### config.mk
export PLATFORM = sky130hd
export DESIGN_NAME = unit_cmd_sequencer
export DESIGN_NICKNAME = d
export VERILOG_FILES = /design/src/rtl/unit_pkg.sv /design/src/rtl/cmd_fifo.sv /design/src/rtl/unit_cmd_sequencer.sv
export SDC_FILE = /design/constraint.sdc
export NUM_CORES = 1
export LEC_CHECK = 0
export ABC_CLOCK_PERIOD_IN_PS = 2550
export CAP_MARGIN = 0
export CORE_AREA = 2 2 258 260
export CTS_CLUSTER_DIAMETER = 80
export DETAILED_ROUTE_END_ITERATION = 10
export DIE_AREA = 0 0 260 262
export PLACE_DENSITY = 0.64
export SYNTH_ARGS = -nofsm -noshare
export SYNTH_HDL_FRONTEND = slang
export SYNTH_SLANG_ARGS = --single-unit
### constraint.sdc
create_clock -name clk -period 2.55 [get_ports clk]
set_input_delay 0.3825 -clock clk [delete_from_list [all_inputs] [get_ports clk]]
set_output_delay 0.3825 -clock clk [all_outputs]
set_load 0.005 [all_outputs]
### src/rtl/unit_pkg.sv
// Shared types and constants for the compute-unit command sequencer.
// Holds the FSM state encoding, the command descriptor layout and the BRAM geometry.
package unit_pkg;

    localparam int BRAM_AW = 10;
    localparam int VEC_W   = 256;
    localparam int BRAM_W  = 288;

    typedef enum logic [1:0] {
        ST_IDLE  = 2'd0,
        ST_ISSUE = 2'd1,
        ST_DRAIN = 2'd2
    } seq_state_t;

    typedef struct packed {
        logic [7:0]         opmode;
        logic [BRAM_AW-1:0] src;
        logic [BRAM_AW-1:0] dst;
        logic [BRAM_AW-1:0] len;
    } cmd_t;

    // A length field of zero stands for a full 1024-vector sweep.
    function automatic logic [BRAM_AW:0] len_eff(input logic [BRAM_AW-1:0] len);
        return {len == '0, len};
    endfunction

endpackage

### src/rtl/cmd_fifo.sv
// Synchronous command FIFO with registered full/empty flags.
// A simultaneous push and pop are both honoured; pushes while full are ignored.
module cmd_fifo
    import unit_pkg::*;
#(
    parameter int DEPTH = 4
) (
    input  logic clk,
    input  logic rst,
    input  logic push,
    input  cmd_t din,
    input  logic pop,
    output cmd_t dout,
    output logic full,
    output logic empty
);

    localparam int AW = $clog2(DEPTH);

    cmd_t          mem [DEPTH];
    logic [AW-1:0] wp;
    logic [AW-1:0] rp;
    logic [AW:0]   cnt;
    logic [AW:0]   cnt_nxt;
    logic          do_push;
    logic          do_pop;

    assign do_push = push && !full;
    assign do_pop  = pop && !empty;
    assign cnt_nxt = cnt + (AW+1)'(do_push) - (AW+1)'(do_pop);
    assign dout    = mem[rp];

    always_ff @(posedge clk) begin
        if (do_push) mem[wp] <= din;
    end

    always_ff @(posedge clk or negedge rst) begin
        if (!rst) begin
            wp    <= '0;
            rp    <= '0;
            cnt   <= '0;
            full  <= 1'b0;
            empty <= 1'b1;
        end else begin
            if (do_push) wp <= wp + AW'(1);
            if (do_pop)  rp <= rp + AW'(1);
            cnt   <= cnt_nxt;
            full  <= (cnt_nxt == (AW+1)'(DEPTH));
            empty <= (cnt_nxt == '0);
        end
    end

endmodule

### src/rtl/unit_cmd_sequencer.sv
// Command-driven operand sweep and result writeback for the compute unit.
// Optional performance counters are built when UNIT_SEQ_PERF_EN is defined.
//
// state    | meaning
// ST_IDLE  | waiting for a queued command; pops and latches it
// ST_ISSUE | one operand read address per cycle, len addresses total
// ST_DRAIN | waiting for the remaining results; done when all written
module unit_cmd_sequencer
    import unit_pkg::*;
#(
    parameter int CMD_DEPTH = 4,
    parameter int RD_LAT    = 1
) (
    input  logic               clk,
    input  logic               rst,
    input  logic               cmd_valid,
    output logic               cmd_ready,
    input  logic [7:0]         cmd_opmode,
    input  logic [BRAM_AW-1:0] cmd_src,
    input  logic [BRAM_AW-1:0] cmd_dst,
    input  logic [BRAM_AW-1:0] cmd_len,
    output logic [BRAM_AW-1:0] rd_addr,
    output logic               unit_in_valid,
    output logic [7:0]         unit_opmode,
    input  logic [VEC_W-1:0]   unit_out,
    input  logic               unit_out_valid,
    output logic [BRAM_AW-1:0] wr_addr,
    output logic [BRAM_W-1:0]  wr_data,
    output logic [35:0]        wr_we,
    output logic               busy,
    output logic               done,
    output logic               err
`ifdef UNIT_SEQ_PERF_EN
    ,
    output logic [31:0]        perf_busy,
    output logic [15:0]        perf_cmds
`endif
);

    seq_state_t        state;
    seq_state_t        state_nxt;
    cmd_t              cmd_in;
    cmd_t              head;
    cmd_t              cur;
    logic              fifo_full;
    logic              fifo_empty;
    logic              pop;
    logic [BRAM_AW:0]  issue_cnt;
    logic [BRAM_AW:0]  ret_cnt;
    logic [BRAM_AW:0]  len_e;
    logic [RD_LAT-1:0] vld_pipe;
    logic              wr_ok;
    logic              stray;

    assign cmd_in = '{opmode: cmd_opmode, src: cmd_src, dst: cmd_dst, len: cmd_len};

    cmd_fifo #(.DEPTH(CMD_DEPTH)) u_fifo (
        .clk   (clk),
        .rst   (rst),
        .push  (cmd_valid),
        .din   (cmd_in),
        .pop   (pop),
        .dout  (head),
        .full  (fifo_full),
        .empty (fifo_empty)
    );

    assign cmd_ready     = !fifo_full;
    assign busy          = (state != ST_IDLE) || !fifo_empty;
    assign len_e         = len_eff(cur.len);
    assign rd_addr       = cur.src + issue_cnt[BRAM_AW-1:0];
    assign unit_in_valid = vld_pipe[RD_LAT-1];
    assign wr_ok         = unit_out_valid && (state != ST_IDLE) && (ret_cnt != len_e);
    assign stray         = unit_out_valid && !wr_ok;

    always_comb begin
        state_nxt = state;
        pop       = 1'b0;
        done      = 1'b0;
        case (state)
            ST_IDLE: begin
                if (!fifo_empty) begin
                    pop       = 1'b1;
                    state_nxt = ST_ISSUE;
                end
            end
            ST_ISSUE: begin
                if (issue_cnt + 11'd1 == len_e) state_nxt = ST_DRAIN;
            end
            ST_DRAIN: begin
                if (ret_cnt == len_e) begin
                    done      = 1'b1;
                    state_nxt = ST_IDLE;
                end
            end
            default: state_nxt = ST_IDLE;
        endcase
    end

    always_ff @(posedge clk or negedge rst) begin
        if (!rst) state <= ST_IDLE;
        else      state <= state_nxt;
    end

    // Opmode only reloads on a pop, and pops only happen once every result is back.
    always_ff @(posedge clk or negedge rst) begin
        if (!rst) begin
            cur         <= '0;
            unit_opmode <= '0;
            issue_cnt   <= '0;
            ret_cnt     <= '0;
            vld_pipe    <= '0;
            wr_addr     <= '0;
            wr_data     <= '0;
            wr_we       <= '0;
            err         <= 1'b0;
        end else begin
            vld_pipe[0] <= (state == ST_ISSUE);
            for (int i = 1; i < RD_LAT; i++) vld_pipe[i] <= vld_pipe[i-1];
            if (pop) begin
                cur         <= head;
                unit_opmode <= head.opmode;
                issue_cnt   <= '0;
                ret_cnt     <= '0;
            end else begin
                if (state == ST_ISSUE) issue_cnt <= issue_cnt + 11'd1;
                if (wr_ok)             ret_cnt   <= ret_cnt + 11'd1;
            end
            wr_we <= '0;
            if (wr_ok) begin
                wr_addr <= cur.dst + ret_cnt[BRAM_AW-1:0];
                wr_data <= {32'b0, unit_out};
                wr_we   <= '1;
            end
            if (stray) err <= 1'b1;
        end
    end

`ifdef UNIT_SEQ_PERF_EN
    always_ff @(posedge clk or negedge rst) begin
        if (!rst) begin
            perf_busy <= '0;
            perf_cmds <= '0;
        end else begin
            if (busy) perf_busy <= perf_busy + 32'd1;
            if (done) perf_cmds <= perf_cmds + 16'd1;
        end
    end
`endif

endmodule

Yosys cells after proc, flatten, opt, wreduce, memory -nomap -nowiden
Memory sizes are Yosys's and may differ from the RTL's. A register that Yosys moved wholly into a read port is not among the register bits.
Index checks and enable logic that the tools add are counted.
- input port bits: 298
- RAM bits: 152
- register bits: 337
- memories kept: 1
- word-level logic and storage cells: 63
- $add $sub $neg: 8
- muxes and demuxes: 15
- equal/unequal tests: 9
- reductions and logical operators: 17
- memory list (name ; depth ; bits a word ; rd ports ; clocked after Yosys merged registers in ; wr ports ; RTL line ; source):
    u_fifo.mem ; 4 ; 38 ; 1 ; 1 ; 1 ; cmd_fifo.sv:20 ; cmd_t mem [DEPTH];
- operators by type and width (kind ; number):
    2-to-1 mux 11 bit ; 4
    2-to-1 mux 36 bit ; 1
    adder 11 x 1 -> 11 bit (second input constant) ; 2
    equality test 11 bit ; 2
    adder 10 bit ; 2
    inequality test 11 bit ; 1
    zero test 10 bit ; 1
    2-to-1 mux 1 bit ; 6
    2-to-1 mux 2 bit ; 3
    inequality test 2 bit (second input constant) ; 3
    one-hot mux 2 bit (3 select lines) ; 1
    nonzero test 2 bit ; 3
    logical AND 1 bit ; 5
    adder 2 x 1 -> 2 bit (second input constant) ; 2
    zero test 1 bit ; 4
    adder 3 x 1 -> 3 bit ; 1
    equality test 3 bit (second input constant) ; 1
    zero test 3 bit ; 1
    AND reduction 3 bit ; 1
    subtractor 3 x 1 -> 3 bit ; 1
    equality test 2 x 1 -> 1 bit (second input constant) ; 1
    equality test 2 bit (second input constant) ; 1
    zero test 2 bit ; 1
    logical OR 1 bit ; 1

Longest topological paths before layout
Gate-level depths: netlist of the first run.
- depth in word-level cells: 5
- gate-level depth with buffers: 10

Cells and area by module
From an unflattened synthesis of the first run, not the netlist that was laid out.
- cell total of the unflattened synthesis: 1317
- area, all modules: 20289.5 sq um
- modules (own cells, without submodules) (module ; seq. area each (sq um) ; area each (sq um) ; cells an instance ; times used):
    unit_cmd_sequencer ; 8282.9 ; 14293.7 ; 1082 ; 1
    cmd_fifo ; 4790.8 ; 5995.8 ; 235 ; 1

Worst setup path before layout of the first run
OpenSTA, ideal clock, no wires.
- path type: register to output
- from: reg issue_cnt[0]
- to: out rd_addr[8]
- arrival time: 2133 ps
- slack: 35 ps
- cell stages (with the launch flop): 9
- required time: 2168 ps
- cells stage by stage: dfrtp_1 > ha_1 > fa_1 > a21o_1 > a21oi_1 > nor2b_1 > o21a_1 > o41ai_1 > xnor2_1
- word-level cells in the longest chain between the ends: 1
- ends and longest elaborated chain (element ; RTL line ; source):
    start: declaration ; unit_cmd_sequencer.sv:48 ; logic [BRAM_AW:0] issue_cnt;
    start signal: assignment ; unit_cmd_sequencer.sv:126 ; if (state == ST_ISSUE) issue_cnt <= issue_cnt + 11'd1;
    adder 10 bit ; unit_cmd_sequencer.sv:71 ; assign rd_addr = cur.src + issue_cnt[BRAM_AW-1:0];
    end: declaration ; unit_cmd_sequencer.sv:22 ; output logic [BRAM_AW-1:0] rd_addr,
No other way between the ends.

Worst setup path in the final report of the first run
- from: reg, netlist name cur[21]
- to: out rd_addr[9]
- word-level cells in the longest chain between the ends: 1
- ends and longest elaborated chain (element ; RTL line):
    adder 10 bit ; unit_cmd_sequencer.sv:71
No other way between the ends.

==> flow_summary.toml, run 1 <==
[outcome]
status = "finished with violations"
violations = "negative setup slack"

[detailed_routing]
firstDrtPassIters = 5
ant_nets = 0
vias = 15700
drc = 0
wl_per_cell_um = 19.6
wirelength_mm = 68.0
first_iter_violations = 920
vias_per_cell = 4.54

[final_layout]
syn2layout_area_growth_pct = 50.1
fillers = 5944
postLayoutCellArea_mm2 = 0.0304
drive_gt1_share_pct = 12.8
nNetsFinal = 2880
final_util_pct = 46.6
final_cells = 3470

[setup_path]
required_ns = 2.17
crit_type = "flip-flop to output port"
crit_path_max_fanout = 2
crit_path_end = "rd_addr[9]"
worstSetupStartpointType = "flip-flop"
crit_path_end_kind = "output port"
r2r_slack_ns = 0.10
crit_start = "cur[21]"
crit_arrival_ns = 2.78
reg2reg_depth = 11
reg2reg_to = "wr_data[23]"
reg2reg_from = "cur[3]"

[synth]
synth_seq_cells = 492
netlist_area_mm2 = 0.0203
synth_cell_types = 58
synth_flop_cell = "dfrtp_1"
syn_inst = 1876
synth-warning-count = 0
syn_avg_cell_area_um2 = 10.8
yosysSeqAreaShare_pct = 64.6
synth_edf_count = 152
async_flop_share_pct = 69.1

[floorplanning]
ioPinCount = 655
fp.dieH_um = 262
row_count = 94
die_area_mm2 = 0.0681
start_util_pct = 31.0
chipWidth_um = 260
core_area_mm2 = 0.0653

[power]
power_frac_clock_pct = 38.9
vdd_ir_drop_max_v = 0.000640
p_comb_share_pct = 17.0
p_seq_share_pct = 44.1
p_per_area_mw_per_mm2 = 712
intPower_w = 0.0161
switchingPower_w = 0.00550
swShare_pct = 25.4
p_leak_nw = 13.5
power_w = 0.0216

[clocking]
clk_latency_ns = 0.62
cts_made_buffers = 55
cts_tree = "yes"
clk_pin_slew_ns = 0.06
cts_root_buffer = "clkbuf_16"
cts.sinks = 492
cts_buffer_depth = 3
htreeDepth = 2

[job]
cap_violations = 0

[sta]
clock_skew_ns = 0.0493
worst_pin_slew_ns = 0.684
finalMaxSlewViolations = 0
period_share_pct = 124
fmaxAchievable_ghz = 0.316
setup_viol = 9
relSlewSlack_pct = 54.4
rsz0062_at_grt = "true"
fin_crit_ns = 3.16
hold_violations = 0
setup_ws_ns = -0.614

[placed_design]
place_inst = 3307
dp_slack_ns = -0.615
placed_area_mm2 = 0.0276
gp_congestion = 0.873
dp_hpwl_mm = 47.9
io_buffer_count = 622

[grt]
grt_max_degree = 115
antenna_found_initial = 18
grt_pass1_vias = 15700
gr-usage-all-layers_pct = 18.6
grt_pass1_wl_mm = 96.3
gr-total-overflow = 0

[worst_hold_path]
hold_depth = 3
hold_class = "input pin to flip-flop"
holdCritStartpoint = "unit_out[105]"
[logic make-up (layout without fill, tap and decap cells)]
kind of cell	Yosys count	in the layout	synth area share, %
AND/OR/NAND/NOR	1013	1013	19.7
flip-flops	492	492	64.6
buffers and inverters	170	862	4.74
AO/OA/AOI/OAI	80	81	2.55
XOR/XNOR	47	47	2.03
multiplexers	44	44	4.52
adder cells (fa/ha/maj)	29	29	1.90
other	1	38	0.0185
[flip-flops by register name, summed over array words and instances, names as in the netlist]
signal         cells
ret_cnt           11
u_fifo.cnt         3
wr_addr           10
wr_we              1
unit_in_valid      1
u_fifo.wp          2
u_fifo.empty       1
issue_cnt         11
cur               30
u_fifo.full        1
err                1
wr_data          256
u_fifo.rp          2
unit_opmode        8
state              2
u_fifo.mem       152
[cells in the mapped netlist (2+ instances only)]
cell,number,area (um^2)
nand2_1,922,3460
xor2_1,19,166
nor3b_1,2,15.0
nor2_1,21,78.8
nand4_1,7,43.8
buf_1,12,45.0
nand2b_1,5,31.3
o31ai_1,6,45.0
a31oi_1,3,18.8
nor2b_1,3,18.8
and2_1,7,43.8
o21ai_0,31,155
fa_1,3,60.1
o211ai_1,3,22.5
nand3_1,14,70.1
nand3b_1,2,15.0
a21o_1,6,45.0
buf_4,74,556
and3_1,5,31.3
inv_1,11,41.3
nor4_1,3,18.8
mux4_2,38,856
inv_2,2,7.51
o41ai_1,3,26.3
dfrtp_1,339,8480
buf_2,35,175
clkbuf_1,35,131
edfxtp_1,152,4560
nor3_1,14,70.1
mux2i_1,6,60.1
a21oi_1,10,50.1
a211oi_1,5,37.5
ha_1,26,325
xnor2_1,28,245
[cells in the final DEF (no fill, tap or decap), drive strengths merged, types with 7 or more instances in the layout]
master	synthesis	routed
inv	13	17
and2	7	7
nor2	21	21
ha	26	26
edfxtp	152	152
clkbuf	36	83
nand2	922	922
a21oi	10	10
clkinv	0	13
nor3	14	14
xnor2	28	28
o21ai	33	33
mux4	38	38
conb	1	32
clkdlybuf4s50	0	612
nand4	7	7
dfrtp	339	339
nand3	15	15
buf	121	124
a21o	6	7
xor2	19	19
[power groups by stage]
| stage | sequential (W) | clock [W] | combinational [W] |
|---|---|---|---|
| 2_1_floorplan | 0.00967 | 0 | 0.00132 |
| 3_3_place_gp | 0.00965 | 0 | 0.00351 |
| 3_5_place_dp | 0.00970 | 0 | 0.00357 |
| 4_1_cts | 0.00954 | 0.00861 | 0.00364 |
| 5_1_grt | 0.00963 | 0.00894 | 0.00403 |
| 6_report | 0.00954 | 0.00841 | 0.00368 |
[how the worst min path moves through the flow]
| stage | slack, ns | end |
|---|---|---|
| after floorplan | 0.09 | cur[0] |
| after global routing | 0.27 | wr_data[106] |
| after CTS | 0.24 | wr_data[105] |
| after detailed placement | 0.43 | wr_data[35] |
| after global placement | 0.44 | wr_data[38] |
| final | 0.28 | wr_data[105] |
[layer usage]
| metal | up-vias | track usage [%] | wire, um |
|---|---|---|---|
| met4 | 18 | 7.90 | 2660 |
| li1 | 7386 | - | - |
| met1 | 7683 | 21.5 | 25500 |
| met2 | 508 | 31.8 | 34300 |
| met3 | 145 | 5.87 | 5350 |
| met5 | - | 0 | 133 |
[layout make-up]
| cell class | instances | area, um^2 | share of cell area, % |
|---|---|---|---|
| clock buffer | 77 | 1640 | 5.40 |
| multi-input combinational | 1246 | 6580 | 21.6 |
| tap | 864 | 1080 | 3.56 |
| inverter | 13 | 61.3 | 0.202 |
| sequential | 492 | 13100 | 43.1 |
| clock inverter | 27 | 329 | 1.08 |
| timing repair inverter | 1 | 8.76 | 0.0288 |
| antenna | 6 | 15.0 | 0.0494 |
| timing repair buffer | 744 | 7590 | 25.0 |
[repair_timing]
| item | 4_1_cts | 5_1_grt |
|---|---|---|
| gates resized for setup | 71 | 46 |
| gates cloned | 0 | 11 |
| endpoints found under the setup margin | 10 | 268 |
| buffers inserted | 33 | 15 |
| endpoints found under the hold margin | 63 | 0 |
| pin swaps | 22 | 17 |
| hold buffers | 1 | 0 |
[per-stage QoR]
step / hold WS, ns / setup TNS (ns)
6_report: 0.284 / -2.56
5_1_grt: 0.274 / -3.74
4_1_cts: 0.243 / -3.38
3_5_place_dp: 0.433 / -1.86
3_3_place_gp: 0.436 / -1.91
2_1_floorplan: 0.0869 / 0
[critical path, cell delays in order, from the launching register on]
cell	delay (ns)
dfrtp_1	0.40
buf_6	0.13
ha_4	0.20
a21o_1	0.18
a21oi_2	0.17
buf_4	0.13
o211ai_1	0.12
buf_4	0.16
a31o_4	0.23
a21oi_4	0.16
xnor2_2	0.14
buf_2	0.14
(Power assumes the default switching activity.)
==> run 2, diff against run 1 <==
--- a/config.mk
+++ b/config.mk
@@ -6,12 +6,12 @@
 export NUM_CORES = 1
 export LEC_CHECK = 0
 export ABC_CLOCK_PERIOD_IN_PS = 2550
-export CAP_MARGIN = 0
+export CAP_MARGIN = 10
 export CORE_AREA = 2 2 258 260
 export CTS_CLUSTER_DIAMETER = 80
 export DETAILED_ROUTE_END_ITERATION = 10
 export DIE_AREA = 0 0 260 262
-export PLACE_DENSITY = 0.64
+export PLACE_DENSITY = 0.63
 export SYNTH_ARGS = -nofsm -noshare
 export SYNTH_HDL_FRONTEND = slang
 export SYNTH_SLANG_ARGS = --single-unit
==> run 2 against run 1 <==
Against the previous run:
- the flow still finishes with violations (negative setup slack)
- power shrank 1.4%
- non-clock buffer count shrank 11
- cell count shrank 0.46%
- setup slack lost 0.00080 ns
- wire length grew 0.80%
- utilization shrank 0.41 points
- clock power shrank 3.1%
- flip-flop and latch count is the same
- largest cell class unchanged
==> flow_summary.toml, run 2 (synthesis gave the netlist of run 1 again) <==
[outcome]
status = "finished with violations"
violations = "negative setup slack"

[placed_design]
gp_congestion = 0.885
io_buffer_count = 622
placed_area_mm2 = 0.0276
dp_hpwl_mm = 48.9

[detailed_routing]
vias_per_cell = 4.55
firstDrtPassIters = 5
wirelength_mm = 68.5
drc = 0
vias = 15700
first_iter_violations = 1040
ant_nets = 0
wl_per_cell_um = 19.8

[grt]
grt_pass1_vias = 16000
antenna_found_initial = 11
gr-usage-all-layers_pct = 19.0
grt_pass1_wl_mm = 98.3
grt_max_degree = 117
gr-total-overflow = 0

[sta]
fin_setup_tns_ns = -2.14
fmaxAchievable_ghz = 0.316
setup_ws_ns = -0.615
rsz0062_at_grt = "true"
relSlewSlack_pct = 40.1
period_share_pct = 124
setup_viol = 7
hold_violations = 0
worst_pin_slew_ns = 0.889
fin_crit_ns = 3.17
clock_skew_ns = 0.0255
finalMaxSlewViolations = 0

[final_layout]
largest_reg_flops = 256
layout_common_cells = "918 x nand2_1, 611 x clkdlybuf4s50_1, 328 x dfrtp_1, 152 x edfxtp_1, 80 x buf_4"
drive_gt1_share_pct = 12.0
syn2layout_area_growth_pct = 48.7
largestRegisters = "wr_data x256, u_fifo.mem x152, cur x30"
postLayoutCellArea_mm2 = 0.0301
layout_commonest_cell = "nand2_1"
top_register = "wr_data"
nNetsFinal = 2869

[clocking]
cts_made_buffers = 54
cts_root_buffer = "clkbuf_16"
clk_pin_slew_ns = 0.06
cts.sinks = 492
clk_latency_ns = 0.60
cts_buffer_depth = 3
cts_tree = "yes"
htreeDepth = 2

[worst_hold_path]
hold_class = "input pin to flip-flop"

[setup_path]
required_ns = 2.17
crit_path_end_kind = "output port"
worstSetupStartpointType = "flip-flop"
crit_path_max_fanout = 2
r2r_slack_ns = 0.10
crit_arrival_ns = 2.78
crit_type = "flip-flop to output port"

[floorplanning]
ioPinCount = 655
core_area_mm2 = 0.0653
start_util_pct = 31.0
die_area_mm2 = 0.0681
fp.dieH_um = 262
chipWidth_um = 260
row_count = 94

[power]
p_per_area_mw_per_mm2 = 708
vdd_ir_drop_max_v = 0.000613
p_leak_nw = 13.4

[job]
cap_violations = 0
==> run 2: cell types whose count changed in the layout (fill, tap and decap cells not counted), sizes merged <==
cell,delta
clkdlybuf4s50,-1
buf,-8
clkbuf,-5
clkinvlp,-4
clkinv,-2
inv,+3
clkdlybuf4s15,+1
diode,-2
bufinv,+2
==> run 2: repair_timing <==
action / CTS / global route
cloned: 0 / 6
pin swaps: 17 / 14
endpoints found under the hold margin: 58 / 0
gates resized for setup: 68 / 33
hold buffers: 1 / 0
endpoints found under the setup margin: 10 / 282
setup buffers: 16 / 16
==> run 2: worst paths after layout <==
| kind | start | end | cells past startpoint |
|---|---|---|---|
| worst max-delay path | cur[20] | rd_addr[8] | 10 |
| worst min-delay path | unit_out[149] | wr_data[149] | 3 |
| worst max register to register | issue_cnt[1] | state[0] | 10 |
| worst min register to register | wr_data[193] | wr_data[193] | 2 |
| max in group asynchronous | rst | wr_data[60] | 3 |
| min in group asynchronous | rst | wr_data[188] | 2 |
==> run 2: power breakdown <==
group	internal, W	switching (W)
Clock	0.00486	0.00329
Sequential	0.00915	0.000395
Combinational	0.00191	0.00172
Total	0.0159	0.00541
==> run 2: routing by layer <==
metal / wire, um / global-route usage, % / vias to the layer above
li1: - / - / 7355
met1: 27200 / 22.8 / 7744
met2: 34800 / 33.0 / 484
met3: 4230 / 4.65 / 131
met4: 2200 / 6.91 / 12
met5: 74 / 0 / -
==> run 2: stage by stage <==
stage / utilization, % / setup slack [ns] / power [W] / cells / hold WS (ns)
final: 46.2 / -0.615 / 0.0213 / 3454 / 0.303
after global routing: 46.1 / -0.764 / 0.0223 / 3452 / 0.291
after CTS: 45.5 / -0.629 / 0.0215 / 3429 / 0.264
after detailed placement: 42.3 / -0.629 / 0.0133 / 3314 / 0.430
after global placement: 42.3 / -0.602 / 0.0132 / 3314 / 0.422
after floorplan: - / 0.0348 / 0.0110 / 1907 / 0.0869
==> run 2: critical path: stages (launching register included) <==
cell and delay (ns):
dfrtp_1 0.38, ha_2 0.20, fa_2 0.34, a21o_1 0.20, a21oi_2 0.16, nor2b_1 0.07
o21a_1 0.19, o41ai_2 0.21, buf_4 0.17, xnor2_2 0.10, buf_2 0.16
==> run 2: area by class of cell <==
type / count / area, um^2
Sequential cell: 492 / 13100
Fill cell: 5974 / 35100
Multi-Input combinational cell: 1246 / 6610
Timing Repair inverter: 2 / 22.5
Clock buffer: 75 / 1500
Timing Repair Buffer: 733 / 7380
Clock inverter: 25 / 367
Inverter: 13 / 75.1
Antenna cell: 4 / 10.0
Tap cell: 864 / 1080
==> run 3, diff against run 2 <==
--- a/config.mk
+++ b/config.mk
@@ -5,13 +5,14 @@
 export SDC_FILE = /design/constraint.sdc
 export NUM_CORES = 1
 export LEC_CHECK = 0
+export ABC_AREA = 1
 export ABC_CLOCK_PERIOD_IN_PS = 2550
 export CAP_MARGIN = 10
-export CORE_AREA = 2 2 258 260
+export CORE_AREA = 2 2 255 257
 export CTS_CLUSTER_DIAMETER = 80
 export DETAILED_ROUTE_END_ITERATION = 10
-export DIE_AREA = 0 0 260 262
-export PLACE_DENSITY = 0.63
+export DIE_AREA = 0 0 257 259
+export PLACE_DENSITY = 0.65
 export SYNTH_ARGS = -nofsm -noshare
 export SYNTH_HDL_FRONTEND = slang
 export SYNTH_SLANG_ARGS = --single-unit
==> run 3 against run 2 <==
Against the previous run:
- maximum frequency rose by 15%
- die area is 2.3% lower
- worst hold slack worse by 0.0098 ns
- first-iteration DRC count grew 4.5%
- via count grew 6.9%
- sequential share of layout area shrank 0.26 points
- highest routed layer unchanged
- synthesized area up 3.2%
- the flow still finishes with violations (negative setup slack)
- setup slack improved by 0.41 ns
==> flow_summary.toml, run 3 <==
[detailed_routing]
first_iter_violations = 1087
vias_per_cell = 4.57
wirelength_mm = 69.0
wl_per_cell_um = 18.7
ant_nets = 0
drc = 0
vias = 16800
firstDrtPassIters = 7

[sta]
relSlewSlack_pct = 39.4
clock_skew_ns = 0.0508
period_share_pct = 108
fin_setup_tns_ns = -0.591
worst_pin_slew_ns = 0.909
setup_ws_ns = -0.202
setup_viol = 5
fmaxAchievable_ghz = 0.363
finalMaxSlewViolations = 0
hold_violations = 0
rsz0062_at_grt = "true"
fin_crit_ns = 2.75

[synth]
syn_inst = 2140
async_flop_share_pct = 69.1
yosysSeqAreaShare_pct = 62.5
yosys.cell_count.top_type = "nand2_1"
yosys.area.top_type = "dfrtp_1"
synth_seq_cells = 492
syn_avg_cell_area_um2 = 9.77
ys_top_cells_by_area = "dfrtp_1 41%, edfxtp_1 22%, nand2_1 15%"
synth_cell_types = 35
yosys.area.top_type_share_pct = 40.6
synth_edf_count = 152
synth_commonest_cells = "812 x nand2_1, 339 x dfrtp_1, 201 x nor2_1"
synth_flop_cell = "dfrtp_1"
synth-warning-count = 0
netlist_area_mm2 = 0.0209

[power]
power_frac_clock_pct = 25.2
p_comb_share_pct = 40.1
swShare_pct = 34.8
switchingPower_w = 0.0119
vdd_ir_drop_max_v = 0.000953
intPower_w = 0.0222
p_leak_nw = 13.3
p_seq_share_pct = 34.7
p_per_area_mw_per_mm2 = 1120
power_w = 0.0340

[final_layout]
nNetsFinal = 3101
drive_gt1_share_pct = 12.2
syn2layout_area_growth_pct = 44.9
multi_input_area_mm2 = 0.00680
fillers = 5786
layout_commonest_cell = "nand2_1"
largest_reg_flops = 256
largestRegisters = "wr_data x256, u_fifo.mem x152, cur x30"
postLayoutCellArea_mm2 = 0.0303
top_register = "wr_data"
register_area_mm2 = 0.0131
layout_common_cells = "808 x nand2_1, 610 x clkdlybuf4s50_1, 331 x dfrtp_1, 191 x nor2_1, 152 x edfxtp_1"

[setup_path]
crit_path_end_kind = "output port"
crit_arrival_ns = 2.37
worstSetupStartpointType = "flip-flop"
required_ns = 2.17
crit_path_max_fanout = 2
crit_type = "flip-flop to output port"
r2r_slack_ns = 0.30

[clocking]
cts_tree = "yes"
cts_made_buffers = 56
clk_latency_ns = 0.62
cts_buffer_depth = 3
cts.sinks = 492
htreeDepth = 2
cts_root_buffer = "clkbuf_16"
clk_pin_slew_ns = 0.06

[floorplanning]
fp.dieH_um = 259
row_count = 93
die_area_mm2 = 0.0666
start_util_pct = 32.7
core_area_mm2 = 0.0639
ioPinCount = 655
chipWidth_um = 257

[worst_hold_path]
hold_class = "input pin to flip-flop"

[outcome]
status = "finished with violations"
violations = "negative setup slack"

[grt]
gr-total-overflow = 0
gr-usage-all-layers_pct = 20.1
grt_pass1_vias = 17000
antenna_found_initial = 6
grt_max_degree = 108
grt_pass1_wl_mm = 103

[placed_design]
dp_hpwl_mm = 50.0
gp_congestion = 0.897
placed_area_mm2 = 0.0278
io_buffer_count = 622

[job]
cap_violations = 0
## run 3: cell types whose count changed after synthesis, sizes merged, moves of 10 or more
cell / before / now
xnor2: 28 / 11
a31oi: 3 / 28
nor2: 21 / 202
buf: 121 / 131
o22ai: 0 / 19
nand3: 15 / 31
inv: 13 / 71
mux4: 38 / 0
o21ai: 33 / 113
nand2: 922 / 904
## run 3: logic make-up after synthesis
group	synth area share, %
xor+xnor	1.42
fa+ha+maj	1.84
other cells	0.0179
simple gates	22.4
compound gates	4.79
flops	62.5
buf+inv	6.95
## run 3: per-stage QoR
| stage | cells | utilization [%] | setup WS (ns) | hold WS, ns |
|---|---|---|---|---|
| 2_1_floorplan | 2171 | - | -0.147 | 0.0869 |
| 3_3_place_gp | 3540 | 43.6 | -0.0318 | 0.432 |
| 3_5_place_dp | 3540 | 43.6 | -0.0186 | 0.428 |
| 4_1_cts | 3662 | 47.1 | -0.261 | 0.245 |
| 5_1_grt | 3680 | 47.4 | -0.304 | 0.281 |
| 6_report | 3681 | 47.4 | -0.202 | 0.293 |
## run 3: layer usage
metal  routed length [um]  share of wire (%)  vias to the layer above  track usage [%]
met5                   15              0.022                        -                0
met4                 3210                4.6                        2             9.29
met3                 4150                6.0                      129             4.17
met2                34700                 50                      554             34.7
met1                26900                 39                     8111             24.0
li1                     -                  -                     8017                -
## run 3: final timing paths
| path | start | end | cells after the start |
|---|---|---|---|
| worst max-delay path | issue_cnt[0] | rd_addr[6] | 9 |
| worst min-delay path | unit_out[205] | wr_data[205] | 3 |
| worst max register to register | issue_cnt[0] | state[0] | 15 |
| worst min register to register | wr_data[8] | wr_data[8] | 2 |
| max in group asynchronous | rst | wr_data[174] | 3 |
| min in group asynchronous | rst | wr_data[220] | 2 |
## run 3: timing repair
action                     in CTS  in global routing
resized for setup              65                 32
hold endpoints to repair       59                  0
buffers inserted               16                 16
hold buffers                    1                  0
pin swaps                      20                 13
setup endpoints to repair      10                 10
## run 3: layout make-up
type	count	share of cell area [%]
flip-flops and latches	492	43.2
repair buffers	708	23.3
multi-input cells	1444	22.4
clock buffers	81	5.26
well taps	855	3.53
clock inverters	25	1.33
inverters	72	0.917
diodes	4	0.0330
## run 3: critical path, stage by stage (launching register included)
cell and delay, ns:
dfrtp_1 0.38, ha_2 0.21, fa_2 0.36, nand3_2 0.09, nand2_2 0.08, a21oi_2 0.14, nor2_1 0.06, nor2_1 0.12
xnor2_1 0.16, buf_2 0.15
## run 3: power by group through the flow
stage | Clock (W) | Combinational, W | Sequential (W)
4_1_cts | 0.00880 | 0.0134 | 0.0118
3_5_place_dp | 0 | 0.0130 | 0.0119
3_3_place_gp | 0 | 0.0129 | 0.0118
2_1_floorplan | 0 | 0.00622 | 0.0119
6_report | 0.00857 | 0.0136 | 0.0118
5_1_grt | 0.00912 | 0.0150 | 0.0121
==> patch, RTL diff (settings of run 2) <==
Build with the macro `UNIT_SEQ_PERF_EN` defined.
--- a/src/rtl/unit_cmd_sequencer.sv
+++ b/src/rtl/unit_cmd_sequencer.sv
@@ -6,4 +6,6 @@
 // ST_ISSUE | one operand read address per cycle, len addresses total
 // ST_DRAIN | waiting for the remaining results; done when all written
+`define UNIT_SEQ_PERF_EN
+
 module unit_cmd_sequencer
     import unit_pkg::*;
Formal check against the unedited RTL (old outputs only; new: perf_busy and perf_cmds): equivalent (equiv_simple and equiv_induct, registers matched by name and starting in step).
==> patch against run 2 <==
Cell area grew 21%; critical endpoint unchanged; clock skew grew 4.5 ps; via count grew 15%; power grew 13%; largest cell class unchanged; global-route usage grew 2.8 points; sequential cell count grew 48; synthesized area grew 11%; the run still ends with negative setup slack left; worst setup slack lost 5.5 ps; wire length grew 26%; synthesized cell count grew 9.1%.
==> patch: results (changes against run 2) <==
final_nets: 3168  # was 2869
status: "finished with violations"  # unchanged
setup_tns_ps: -8170  # was -2140 ps
synthTopCellsByArea: "dfrtp_1, edfxtp_1, nand2_1, buf_4, mux4_2"  # was dfrtp_1, edfxtp_1, nand2_1, mux4_2, buf_4
failed_checks: "negative setup slack"  # unchanged
ys_seq_area_share_pct: 63.5  # was 64.6%
pwr-share-clk_pct: 37.8  # was 38.2%
wl_met2_um: 44400  # was 34800 um
post_cts_resized: 71  # was 68
post-cts-setup-buffers: 17  # was 16
wl_met1_um: 32200  # was 27200 um
drt_iter0_drc: 1200  # was 1040
powerClk_mw: 9.12  # was 8.15 mW
drt-total-wl_um: 86100  # was 68500 um
syn_area_per_cell_sq_um: 11.0  # was 10.8 sq um
final.setup_skew_ps: 30.0  # was 25.5 ps
met3_usage_pct: 6.73  # was 4.65%
gp_congestion: 0.967  # was 0.885
fin_ws_ps: -621  # was -615 ps
synthArstFlopShare_pct: 71.9  # was 69.1%
peakVddDrop_v: 0.000641  # was 0.000613 V
grt_pass1_wl_um: 110000  # was 98300 um
antenna_found_initial: 23  # was 11
io_buffers: 670  # was 622
pg_seq_mw: 10.4  # was 9.54 mW
vias_per_cell: 4.81  # was 4.55
maxSlewHeadroom_pct: 56.3  # was 40.1%
hp-class: "in2async"  # was in2reg
placedCellCount: 3540  # was 3314
setup_viol: 190  # was 7
worstPathArrival_ps: 2790  # was 2780 ps
grt_max_degree: 83  # was 117
design_area_sq_um: 36400  # was 30100 sq um
synth_cell_type_count: 57  # was 58
switching_share_pct: 26.0  # was 25.4%
cts_buffers: 60  # was 54
placed_cell_area_sq_um: 30300  # was 27600 sq um
p_leak_nw: 16.3  # was 13.4 nW
grt_pass1_vias: 17200  # was 16000
netlist_top_cells_count: "nand2_1, dfrtp_1, edfxtp_1"  # unchanged
layout-drive-gt1-share_pct: 28.3  # was 12.0%
clk-insertion-delay-late_ps: 620  # was 600 ps
crit_fanout: 2  # unchanged
place_ws_ps: -583  # was -629 ps
gr-usage-met2_pct: 37.7  # was 33.0%
grt_usage_pct: 21.7  # was 19.0%
top_regs: "wr_data (256), u_fifo.mem (152), perf_busy (32)"  # was wr_data (256), u_fifo.mem (152), cur (30)
wl_met3_um: 6080  # was 4230 um
use_met1_pct: 24.8  # was 22.8%
num-fill-cells: 5312  # was 5974
dp_hpwl_um: 56600  # was 48900 um
stdcell_count: 3764  # was 3454
## patch: changes by cell type after synthesis, sizes merged, moves of 7 or more
cell | run 2 | this run
dfrtp | 339 | 387
xnor2 | 28 | 65
nand2 | 922 | 947
nand4 | 7 | 24
o21ai | 33 | 17
clkbuf | 36 | 22
buf | 121 | 134
and3 | 6 | 18
nand3 | 15 | 24
xor2 | 19 | 27
a22o | 0 | 7
## patch: worst max-delay path: stages (launching register included)
cell and delay [ps]:
dfrtp_1 400, ha_2 200, fa_2 340, a21o_1 170, a21oi_2 180, o21bai_2 110
a2111oi_4 370, nor3_2 90, xor2_1 170, buf_2 130
## patch: layout make-up
class	count	share of cell area, %
timing repair buffer	855	26.1
clock buffer	75	4.45
tap	864	2.97
sequential	540	39.3
clock inverter	32	1.24
antenna	16	0.110
multi-input combinational	1364	25.5
timing repair inverter	1	0.0447
inverter	17	0.251
## patch: cells by family after synthesis
logic type | count (synthesis) | synth area share [%]
multiplexers | 52 | 4.46
adder cells (fa/ha/maj) | 31 | 1.82
XOR/XNOR | 92 | 3.58
AO/OA/AOI/OAI | 59 | 1.85
AND/OR/NAND/NOR | 1098 | 19.8
buffers and inverters | 173 | 5.02
other | 1 | 0.0167
flip-flops | 540 | 63.5
## patch: worst paths after layout
check / slack [ps] / end / depth (start not counted) / from
max reg2reg: -110 / wr_data[163] / 13 / cur[9]
min in group clk: 300 / wr_data[57] / 3 / unit_out[57]
min reg2reg: 460 / perf_cmds[15] / 1 / perf_cmds[15]
max in group asynchronous: 1380 / wr_data[168] / 3 / rst
max: -620 / rd_addr[8] / 9 / issue_cnt[0]
min: 290 / wr_data[34] / 2 / rst
